===== config.mk =====
export PLATFORM = sky130hd
export DESIGN_NAME = r_resp_memory_flat
export DESIGN_NICKNAME = d
export VERILOG_FILES = /design/src/rtl/r_resp_memory_if.sv /design/src/rtl/r_resp_memory.sv /design/src/flat_wrapper.sv
export SDC_FILE = /design/constraint.sdc
export NUM_CORES = 2
export LEC_CHECK = 0
export CORE_MARGIN = 2
export CORE_UTILIZATION = 40
export DETAILED_ROUTE_END_ITERATION = 10
export PLACE_DENSITY = 0.58
export SYNTH_ARGS = -nofsm -noshare
export SYNTH_HDL_FRONTEND = slang
export SYNTH_SLANG_ARGS = --single-unit

===== constraint.sdc =====
create_clock -name clk -period 14.38 [get_ports clk]
set_input_delay 1.438 -clock clk [delete_from_list [all_inputs] [get_ports clk]]
set_output_delay 1.438 -clock clk [all_outputs]
set_load 0.005 [all_outputs]

===== src/rtl/r_resp_memory_if.sv =====
// Store and release handshake bundle between the ordering unit and the R-channel response memory.
interface r_resp_memory_if #(
    parameter int unsigned ID_WIDTH   = 4,
    parameter int unsigned DATA_WIDTH = 64,
    parameter int unsigned RESP_WIDTH = 2
);
    logic                  store_valid;
    logic                  store_ready;
    logic [ID_WIDTH-1:0]   store_id;
    logic [DATA_WIDTH-1:0] store_data;
    logic [RESP_WIDTH-1:0] store_resp;
    logic                  store_last;

    logic [ID_WIDTH-1:0]   rel_uid;
    logic                  rel_ready;
    logic                  rel_valid;
    logic [DATA_WIDTH-1:0] rel_data;
    logic [RESP_WIDTH-1:0] rel_resp;
    logic                  rel_last;

    modport master (
        output store_valid, store_id, store_data, store_resp, store_last, rel_uid, rel_ready,
        input  store_ready, rel_valid, rel_data, rel_resp, rel_last
    );

    modport slave (
        input  store_valid, store_id, store_data, store_resp, store_last, rel_uid, rel_ready,
        output store_ready, rel_valid, rel_data, rel_resp, rel_last
    );
endinterface


===== src/rtl/r_resp_memory.sv =====
// Response memory for R-channel reordering: shared slot pool, one linked FIFO per uid.
// Optional protocol checker enabled by defining R_RESP_MEM_ERR_EN.
module r_resp_memory #(
    parameter int unsigned ID_WIDTH   = 4,
    parameter int unsigned DATA_WIDTH = 64,
    parameter int unsigned RESP_WIDTH = 2,
    parameter int unsigned DEPTH      = 16,
    parameter int unsigned MAX_LEN    = 8
) (
    input  logic                         clk,
    input  logic                         rst,
    r_resp_memory_if.slave               bus,
    output logic [$clog2(DEPTH+1)-1:0]   occupancy,
    output logic                         err
);
    localparam int unsigned PTR_W   = $clog2(DEPTH);
    localparam int unsigned CNT_W   = $clog2(MAX_LEN + 1);
    localparam int unsigned OCC_W   = $clog2(DEPTH + 1);
    localparam int unsigned NUM_UID = 2 ** ID_WIDTH;

    typedef struct packed {
        logic                  last;
        logic [RESP_WIDTH-1:0] resp;
        logic [DATA_WIDTH-1:0] data;
    } beat_t;

    beat_t            r_mem      [DEPTH];
    logic [PTR_W-1:0] r_next_ptr [DEPTH];
    logic [DEPTH-1:0] r_free_map;
    logic [PTR_W-1:0] r_head     [NUM_UID];
    logic [PTR_W-1:0] r_tail     [NUM_UID];
    logic [CNT_W-1:0] r_cnt      [NUM_UID];
    logic [OCC_W-1:0] r_occupancy;

    logic [PTR_W-1:0] w_alloc_slot;
    logic [DEPTH-1:0] w_alloc_mask;
    logic [DEPTH-1:0] w_rel_mask;
    logic [PTR_W-1:0] w_rel_head;
    beat_t            w_rel_beat;
    logic             w_store_fire;
    logic             w_rel_fire;
    logic             w_same_uid;
    logic             w_store_cnt_zero;
    logic             w_rel_cnt_one;

    // Lowest-index free slot from the registered map; slots freed this cycle wait a cycle.
    always_comb begin
        w_alloc_slot = '0;
        for (int i = int'(DEPTH) - 1; i >= 0; i--) begin
            if (r_free_map[i]) w_alloc_slot = PTR_W'(i);
        end
    end

    assign bus.store_ready = (r_occupancy != OCC_W'(DEPTH)) &&
                             (r_cnt[bus.store_id] != CNT_W'(MAX_LEN));
    assign w_store_fire    = bus.store_valid && bus.store_ready;

    assign w_rel_head      = r_head[bus.rel_uid];
    assign w_rel_beat      = r_mem[w_rel_head];
    assign bus.rel_valid   = (r_cnt[bus.rel_uid] != '0);
    assign bus.rel_data    = w_rel_beat.data;
    assign bus.rel_resp    = w_rel_beat.resp;
    assign bus.rel_last    = w_rel_beat.last;
    assign w_rel_fire      = bus.rel_valid && bus.rel_ready;

    assign w_same_uid       = (bus.store_id == bus.rel_uid);
    assign w_store_cnt_zero = (r_cnt[bus.store_id] == '0);
    assign w_rel_cnt_one    = (r_cnt[bus.rel_uid] == CNT_W'(1));
    assign w_alloc_mask     = w_store_fire ? (DEPTH'(1) << w_alloc_slot) : '0;
    assign w_rel_mask       = w_rel_fire   ? (DEPTH'(1) << w_rel_head)   : '0;

    // Payload and link storage carry no reset; validity lives in free_map and cnt.
    always_ff @(posedge clk) begin
        if (w_store_fire) begin
            r_mem[w_alloc_slot] <= '{last: bus.store_last, resp: bus.store_resp, data: bus.store_data};
            if (!w_store_cnt_zero) r_next_ptr[r_tail[bus.store_id]] <= w_alloc_slot;
        end
    end

    always_ff @(posedge clk or posedge rst) begin
        if (rst) begin
            r_free_map  <= '1;
            r_occupancy <= '0;
            for (int u = 0; u < int'(NUM_UID); u++) begin
                r_head[u] <= '0;
                r_tail[u] <= '0;
                r_cnt[u]  <= '0;
            end
        end else begin
            r_free_map <= (r_free_map & ~w_alloc_mask) | w_rel_mask;

            if (w_store_fire && !w_rel_fire)      r_occupancy <= r_occupancy + OCC_W'(1);
            else if (w_rel_fire && !w_store_fire) r_occupancy <= r_occupancy - OCC_W'(1);

            if (w_store_fire) begin
                r_tail[bus.store_id] <= w_alloc_slot;
                if (w_store_cnt_zero) r_head[bus.store_id] <= w_alloc_slot;
                if (!(w_rel_fire && w_same_uid))
                    r_cnt[bus.store_id] <= r_cnt[bus.store_id] + CNT_W'(1);
            end

            // A single-beat uid refilled in the same cycle hands its head straight to the new slot.
            if (w_rel_fire) begin
                if (w_store_fire && w_same_uid && w_rel_cnt_one)
                    r_head[bus.rel_uid] <= w_alloc_slot;
                else
                    r_head[bus.rel_uid] <= r_next_ptr[w_rel_head];
                if (!(w_store_fire && w_same_uid))
                    r_cnt[bus.rel_uid] <= r_cnt[bus.rel_uid] - CNT_W'(1);
            end
        end
    end

    assign occupancy = r_occupancy;

`ifdef R_RESP_MEM_ERR_EN
    logic [CNT_W-1:0] r_nlast [NUM_UID];
    logic             r_err;
    logic             w_err_limit;
    logic             w_err_last;
    logic             w_store_is_last;
    logic             w_rel_is_last;

    assign w_store_is_last = w_store_fire && bus.store_last;
    assign w_rel_is_last   = w_rel_fire && w_rel_beat.last;
    assign w_err_limit     = bus.store_valid && !bus.store_ready &&
                             (r_cnt[bus.store_id] == CNT_W'(MAX_LEN));
    // Last beat leaving with more beats behind it while this uid holds at most one burst end.
    assign w_err_last      = w_rel_is_last && (r_cnt[bus.rel_uid] > CNT_W'(1)) &&
                             (r_nlast[bus.rel_uid] <= CNT_W'(1));

    always_ff @(posedge clk or posedge rst) begin
        if (rst) begin
            r_err <= 1'b0;
            for (int u = 0; u < int'(NUM_UID); u++) r_nlast[u] <= '0;
        end else begin
            if (w_err_limit || w_err_last) r_err <= 1'b1;
            if (w_store_is_last && !(w_rel_is_last && w_same_uid))
                r_nlast[bus.store_id] <= r_nlast[bus.store_id] + CNT_W'(1);
            if (w_rel_is_last && !(w_store_is_last && w_same_uid))
                r_nlast[bus.rel_uid] <= r_nlast[bus.rel_uid] - CNT_W'(1);
        end
    end

    assign err = r_err;
`else
    assign err = 1'b0;
`endif
endmodule


===== src/flat_wrapper.sv =====
// flat-port wrapper written by rule: the top's interface ports become plain ports
module r_resp_memory_flat 
#(
    parameter int unsigned ID_WIDTH   = 4,
    parameter int unsigned DATA_WIDTH = 64,
    parameter int unsigned RESP_WIDTH = 2,
    parameter int unsigned DEPTH      = 16,
    parameter int unsigned MAX_LEN    = 8
)
  (clk, rst, occupancy, err, bus_store_valid, bus_store_id, bus_store_data, bus_store_resp, bus_store_last, bus_rel_uid, bus_rel_ready, bus_store_ready, bus_rel_valid, bus_rel_data, bus_rel_resp, bus_rel_last);
  r_resp_memory_if #(.ID_WIDTH(ID_WIDTH), .DATA_WIDTH(DATA_WIDTH), .RESP_WIDTH(RESP_WIDTH)) bus_i ();
  input  logic clk;
  input  logic rst;
  output logic [$clog2(DEPTH+1)-1:0] occupancy;
  output logic err;
  input wire logic [$bits(bus_i.store_valid)-1:0] bus_store_valid;
  input wire logic [$bits(bus_i.store_id)-1:0] bus_store_id;
  input wire logic [$bits(bus_i.store_data)-1:0] bus_store_data;
  input wire logic [$bits(bus_i.store_resp)-1:0] bus_store_resp;
  input wire logic [$bits(bus_i.store_last)-1:0] bus_store_last;
  input wire logic [$bits(bus_i.rel_uid)-1:0] bus_rel_uid;
  input wire logic [$bits(bus_i.rel_ready)-1:0] bus_rel_ready;
  output wire logic [$bits(bus_i.store_ready)-1:0] bus_store_ready;
  output wire logic [$bits(bus_i.rel_valid)-1:0] bus_rel_valid;
  output wire logic [$bits(bus_i.rel_data)-1:0] bus_rel_data;
  output wire logic [$bits(bus_i.rel_resp)-1:0] bus_rel_resp;
  output wire logic [$bits(bus_i.rel_last)-1:0] bus_rel_last;
  assign bus_i.store_valid = bus_store_valid;
  assign bus_i.store_id = bus_store_id;
  assign bus_i.store_data = bus_store_data;
  assign bus_i.store_resp = bus_store_resp;
  assign bus_i.store_last = bus_store_last;
  assign bus_i.rel_uid = bus_rel_uid;
  assign bus_i.rel_ready = bus_rel_ready;
  assign bus_store_ready = bus_i.store_ready;
  assign bus_rel_valid = bus_i.rel_valid;
  assign bus_rel_data = bus_i.rel_data;
  assign bus_rel_resp = bus_i.rel_resp;
  assign bus_rel_last = bus_i.rel_last;
  r_resp_memory #(.ID_WIDTH(ID_WIDTH), .DATA_WIDTH(DATA_WIDTH), .RESP_WIDTH(RESP_WIDTH), .DEPTH(DEPTH), .MAX_LEN(MAX_LEN)) u_core (.clk(clk), .rst(rst), .bus(bus_i), .occupancy(occupancy), .err(err));
endmodule

-- Yosys cells after proc, flatten, opt, wreduce, memory -nomap -nowiden
Memories as Yosys holds them, arrays and structs flattened.
Index checks and enable logic that the tools add are counted.
- bitwise operators: 5
- equality and inequality tests: 4
- reductions and logical operators: 15
- magnitude comparators: 4
- add/sub/neg operators: 4
- mux-type cells: 55
- shift operators: 2
- operators by type and width (cell ; count):
    2-to-1 mux 64 bit ; 8
    bitwise mux 64 bit ; 6
    2-to-1 mux 4 bit ; 26
    binary-select mux 4 bit (select 4 bit) ; 4
    demux 4 bit (select 4 bit) ; 2
    2-to-1 mux 16 bit ; 2
    << shifter 1 x 4 -> 16 bit, first input constant ; 2
    AND 16 bit ; 1
    inverter 16 bit ; 1
    bitwise OR 16 bit ; 1
    greater-or-equal comparator 5 bit, second input constant ; 2
    logical AND 1 bit ; 10
    < comparator 5 x 1 -> 1 bit, second input constant ; 2
    2-to-1 mux 5 bit ; 2
    inverter 4 -> 5 bit ; 2
    adder 5 x 1 -> 5 bit, second input constant ; 1
    2-to-1 mux 1 bit ; 5
    inequality test 5 bit, second input constant ; 1
    subtractor 5 x 1 -> 5 bit, second input constant ; 1
    adder 4 x 1 -> 4 bit, second input constant ; 1
    equality test 4 x 1 -> 1 bit, second input constant ; 1
    equality test 4 bit ; 1
    logical NOT 4 bit ; 1
    inequality test 4 bit, second input constant ; 1
    4 further kinds ; 5
- input bits: 79
- flip-flop bits (word level): 213
- word-level logic and storage cells: 141
- output and inout bits: 75
- RAM bits: 1136
- memories kept: 2
- memory list (name ; depth ; width ; read ports ; clocked after memory_dff ; write ports ; line ; RTL):
    u_core.r_mem ; 16 ; 67 ; 1 ; 0 ; 1 ; r_resp_memory.sv:27 ; beat_t r_mem [DEPTH];
    u_core.r_next_ptr ; 16 ; 4 ; 1 ; 0 ; 1 ; r_resp_memory.sv:28 ; logic [PTR_W-1:0] r_next_ptr [DEPTH];

-- Depth between registers and ports, before layout
- depth after elaboration: 22
- depth in mapped cells: 20

-- Worst setup path before layout
OpenSTA, ideal clock, no wires.
- path kind: input to register
- start: input bus_store_id[1]
- end: register u_core.r_free_map[6]
- path buffers: 4
- stages on the path: 15
- slack: 5.419 ns
- data arrival time: 8.676 ns
- path through: buf_6 > clkbuf_1 > buf_2 > mux4_2 > mux2i_1 > nand2_1 > o21ai_2 > clkbuf_1 > ha_1 > inv_1 > a211oi_4 > nor2_1 > nand3b_1 > nor3_1 > o22ai_1
- word-level cells in the longest chain between the ends: 11
- ends and longest elaborated chain (what ; line ; RTL):
    from (decl) ; flat_wrapper.sv:17 ; input wire logic [$bits(bus_i.store_id)-1:0] bus_store_id;
    inverter 4 -> 5 bit (not written as such) ; r_resp_memory.sv:55 ; (r_cnt[bus.store_id] != CNT_W'(MAX_LEN));
    binary-select mux 4 bit (select 4 bit) ; r_resp_memory.sv:55 ;
    2-to-1 mux 4 bit (not written as such) (2 in series) ; r_resp_memory.sv:55 ;
    inequality test 4 bit ; r_resp_memory.sv:55 ;
    logical AND 1 bit ; r_resp_memory.sv:54 ; assign bus.store_ready = (r_occupancy != OCC_W'(DEPTH)) &&
    logical AND 1 bit ; r_resp_memory.sv:56 ; assign w_store_fire = bus.store_valid && bus.store_ready;
    2-to-1 mux 16 bit ; r_resp_memory.sv:69 ; assign w_alloc_mask = w_store_fire ? (DEPTH'(1) << w_alloc_slot) : '0;
    inverter 16 bit ; r_resp_memory.sv:90 ; r_free_map <= (r_free_map & ~w_alloc_mask) | w_rel_mask;
    AND 16 bit ; r_resp_memory.sv:90 ;
    bitwise OR 16 bit ; r_resp_memory.sv:90 ;
    to (signal assigned) ; r_resp_memory.sv:90 ;
    to (decl) ; r_resp_memory.sv:29 ; logic [DEPTH-1:0] r_free_map;
Every way passes these cells. The select of a mux whose other input is x is not followed.
A chain may end at the register's enable or synchronous reset.

-- Worst setup path in the final report
- start: input bus_rel_uid[2]
- end: output bus_rel_data[3]
- word-level cells in the longest chain between the ends: 5
- ends and longest elaborated chain (what ; line ; RTL):
    from (decl) ; flat_wrapper.sv:21 ; input wire logic [$bits(bus_i.rel_uid)-1:0] bus_rel_uid;
    inverter 4 -> 5 bit (not written as such) ; r_resp_memory.sv:58 ; assign w_rel_head = r_head[bus.rel_uid];
    binary-select mux 4 bit (select 4 bit) ; r_resp_memory.sv:58 ;
    2-to-1 mux 4 bit (not written as such) (2 in series) ; r_resp_memory.sv:58 ;
    memory (16 x 67 bit) ; -- ;
    to (decl) ; flat_wrapper.sv:25 ; output wire logic [$bits(bus_i.rel_data)-1:0] bus_rel_data;
Every way passes these cells. The select of a mux whose other input is x is not followed.

==> impl_metrics.prom <==
# TYPE chip_impl_metric gauge
chip_impl_info{name="status",value="finished clean"} 1
chip_impl_metric{name="period_share",unit=""} 0.584
chip_impl_metric{name="first_global_vias",unit=""} 35600
chip_impl_metric{name="total_power",unit="W"} 0.0144
chip_impl_metric{name="grt.met2_usage",unit=""} 0.328
chip_impl_metric{name="required_time_reported_for_the_critical_path_endpoint",unit="ns"} 12.94
chip_impl_metric{name="use_met3",unit=""} 0.0385
chip_impl_metric{name="drt_first_pass_iters",unit=""} 6
chip_impl_metric{name="max_root_sink_buffers",unit=""} 3
chip_impl_metric{name="detail-route-antenna-nets",unit=""} 0
chip_impl_metric{name="final_net_count",unit=""} 4566
chip_impl_metric{name="cts-buffers-inserted",unit=""} 143
chip_impl_metric{name="place_congestion",unit=""} 0.810
chip_impl_info{name="cts_tree",value="built"} 1
chip_impl_metric{name="grt_first_pass_wirelength",unit="um"} 230000
chip_impl_metric{name="ctsHoldBuffers",unit=""} 0
chip_impl_info{name="synth.largest_area_cell",value="edfxtp_1"} 1
chip_impl_metric{name="syn-cell-area",unit="mm2"} 0.0575
chip_impl_metric{name="port_buffers",unit=""} 152
chip_impl_info{name="worst_setup_path_end_kind",value="primary output"} 1
chip_impl_metric{name="cts.reportedPaths.clkPinSlew",unit="ns"} 0.06
chip_impl_metric{name="setup_tns",unit="ns"} 0
chip_impl_metric{name="cts-resized-gates",unit=""} 0
chip_impl_metric{name="worst_ir_drop_vdd",unit="uV"} 234
chip_impl_metric{name="synth-seq-area-share",unit=""} 0.687
chip_impl_metric{name="period_needed",unit="ns"} 8.40
chip_impl_metric{name="detail_route.wirelength",unit="um"} 154000
chip_impl_metric{name="cellLeakagePower",unit="nW"} 23.0
chip_impl_info{name="synth_top_flop_cell",value="edfxtp_1"} 1
chip_impl_metric{name="syn-instance-count",unit=""} 4417
chip_impl_metric{name="syn-mean-instance-area",unit="um2"} 13.0
chip_impl_metric{name="num_vias",unit=""} 36500
chip_impl_metric{name="final_layout_size_suffix_gt1_frac",unit=""} 0.109
chip_impl_metric{name="max_freq",unit="MHz"} 119
chip_impl_metric{name="ys_async_sr_fraction",unit=""} 0.158
chip_impl_metric{name="tightestPinTransition",unit="ns"} 1.17
chip_impl_metric{name="viasPerCell",unit=""} 5.61
chip_impl_metric{name="finalClockSkew",unit="ns"} 0.0259
chip_impl_info{name="start_kind",value="input pin"} 1
chip_impl_info{name="timing.rr.start",value="u_core.r_cnt[8]$_DFF_PP0_"} 1
chip_impl_metric{name="setup_violations",unit=""} 0
chip_impl_metric{name="rows",unit=""} 139
chip_impl_metric{name="final_core_util",unit=""} 0.454
chip_impl_metric{name="hold_ws",unit="ns"} 0.486
chip_impl_info{name="most-common-layout-cells",value="1239 x nand2_1, 1136 x edfxtp_1, 270 x and3_1"} 1
chip_impl_metric{name="design.core.area",unit="mm2"} 0.143
chip_impl_metric{name="cell_pwr_density",unit="mW/mm2"} 222
chip_impl_metric{name="die_h",unit="um"} 383
chip_impl_metric{name="clock_tree.htree_level_count",unit=""} 4
chip_impl_metric{name="maximum_number_of_pins_on_one_net_before_global_route_repair",unit=""} 199
chip_impl_metric{name="wl_per_cell",unit="um"} 23.7
chip_impl_metric{name="initial_core_util",unit=""} 0.402
chip_impl_metric{name="timing_max_transition_violations_final",unit=""} 0
chip_impl_metric{name="detail_route.iter0.violations",unit=""} 3383
chip_impl_metric{name="dp_hpwl",unit="um"} 79100
chip_impl_metric{name="postCtsSetupBuffers",unit=""} 0
chip_impl_metric{name="area.sequential",unit="mm2"} 0.0395
chip_impl_metric{name="cts_sinks",unit=""} 1349
chip_impl_metric{name="number_of_fillers_in_the_final_layout",unit=""} 12700
chip_impl_metric{name="number_of_antenna_violations_at_the_first_check_in_global_routing",unit=""} 16
chip_impl_metric{name="grt_use_met1",unit=""} 0.288
chip_impl_metric{name="drc",unit=""} 0
chip_impl_metric{name="design.die.area",unit="mm2"} 0.147
chip_impl_metric{name="gr-usage-all-layers",unit=""} 0.208
chip_impl_info{name="rsz0062_at_grt",value="false"} 1
chip_impl_info{name="post_synth_main_area_contributors",value="edfxtp_1 59%, dfrtp_1 8.6%, nand2_1 8.1%"} 1
chip_impl_metric{name="synth_enable_flop_cells",unit=""} 1136
chip_impl_info{name="clock_tree.root_cell",value="clkbuf_16"} 1
chip_impl_metric{name="worstSkewPairLatency",unit="ns"} 0.78
chip_impl_metric{name="worst_slew_margin_rel",unit=""} 0.222
chip_impl_metric{name="ios",unit=""} 154
chip_impl_metric{name="width_of_the_die",unit="um"} 383
chip_impl_metric{name="syn-num-nets",unit=""} 4505
chip_impl_info{name="hp-class",value="register to register"} 1
chip_impl_metric{name="multiInputGateArea",unit="mm2"} 0.0164
chip_impl_info{name="layout_commonest_cell",value="nand2_1"} 1
chip_impl_metric{name="worstPathArrival",unit="ns"} 6.96
chip_impl_metric{name="critPathMaxFanout",unit=""} 90
chip_impl_metric{name="maxCapViolCount",unit=""} 0
chip_impl_metric{name="grt_ovf",unit=""} 0
chip_impl_metric{name="hold_viol",unit=""} 0
chip_impl_metric{name="yosysUniqueCellTypes",unit=""} 77
chip_impl_info{name="critical_path.startpoint",value="bus_rel_uid[2]"} 1
chip_impl_metric{name="synthToLayoutAreaGrowth",unit="%"} 13.1
chip_impl_metric{name="hold_depth",unit=""} 2
chip_impl_metric{name="synth_top_cell_area_share",unit=""} 0.593
chip_impl_metric{name="synth.yosys.warnings",unit=""} 0
chip_impl_metric{name="ys_ff_latch",unit=""} 1349
chip_impl_info{name="worstSetupPathType",value="input pin to primary output"} 1
chip_impl_info{name="worst_hold_startpoint",value="u_core.r_free_map[12]$_DFF_PP1_"} 1
chip_impl_metric{name="rr_worst_depth",unit=""} 12
chip_impl_info{name="layer_carrying_the_most_global_route_usage",value="met2"} 1
critical path, stage by stage:
cell,delay (ns)
clkdlybuf4s50_1,0.45
buf_4,0.30
clkinv_1,0.63
mux2i_4,0.35
buf_4,0.34
buf_4,0.78
buf_4,0.90
nand2_1,0.12
and3_1,0.21
a311oi_1,0.24
a21oi_1,0.07
a21oi_1,0.41
clkdlybuf4s50_1,0.60
per-layer routing:
layer,routed length (um),vias to the layer above
li1,-,16600
met1,67600,18500
met2,71800,1105
met3,9650,263
met4,4840,20
met5,102,-
layout make-up:
cell class | instances | area share
inverter | 31 | 0.00194
timing repair buffer | 219 | 0.0314
clock inverter | 74 | 0.0112
sequential | 1349 | 0.607
clock buffer | 190 | 0.0597
tap | 1903 | 0.0366
multi-input combinational | 2734 | 0.252
antenna | 7 | 0.000269
per-stage QoR:
step           instance area [um2]  std cells  setup slack [ns]
3_5_place_dp                 60400       6236              5.99
3_3_place_gp                 60400       6236              5.99
5_1_grt                      65000       6502              5.59
2_1_floorplan                57500       4417              5.42
6_report                     65000       6507              5.98
4_1_cts                      65000       6500              5.97
worst paths after layout:
kind / slack (ns) / endpoint
min: 0.49 / u_core.r_free_map[12]$_DFF_PP1_
min reg2reg: 0.49 / u_core.r_free_map[12]$_DFF_PP1_
max: 5.98 / bus_rel_data[3]
min in group asynchronous: 1.25 / u_core.r_cnt[45]$_DFF_PP0_
max reg2reg: 8.96 / u_core.r_mem[5][11]$_DFFE_PP_
max in group asynchronous: 11.46 / u_core.r_tail[25]$_DFFE_PP0P_
power breakdown:
part	switching [W]	internal, W
Combinational	0.00356	0.00195
Clock	0.00153	0.00210
Sequential	0.000259	0.00502
Total	0.00535	0.00908
Yosys cell counts (all sizes together) (2+ instances only):
library cell,n
and4,5
mux4,70
clkbuf,169
a2111oi,2
a211o,3
o22ai,50
inv,30
nand2b,6
dfrtp,197
a221o,15
nand2,1241
ha,8
o21bai,2
nor2b,9
nor4,6
or3,7
a31o,7
or2,2
nor3,26
xnor2,5
a31oi,144
a21oi,194
o221ai,32
o2bb2ai,7
a22oi,4
nand3,21
nor2,122
edfxtp,1136
and2,15
buf,134
mux2,90
a211oi,74
nor3b,2
and3,271
mux2i,75
o211a,2
a21o,2
dfstp,16
nand4,9
o21ai,33
o31ai,12
o211ai,5
a311oi,137
xor2,8
cells by family (layout without fill, tap and decap cells):
logic type,count (synthesis),count (layout),synth area share
other,1,8,0.0000652
multiplexers,235,235,0.0597
buffers and inverters,334,514,0.0313
AND/OR/NAND/NOR,1744,1744,0.131
adder cells (fa/ha/maj),9,9,0.00209
XOR/XNOR,13,13,0.00198
AO/OA/AOI/OAI,732,732,0.0877
flip-flops,1349,1349,0.687
sequential cells by signal, indices dropped and copies added, names as in the netlist:
name / count
u_core.r_head: 64
u_core.r_next_ptr: 64
u_core.occupancy: 5
u_core.r_mem: 1072
u_core.r_tail: 64
u_core.r_free_map: 16
u_core.r_cnt: 64
(Power assumes the default switching activity.)
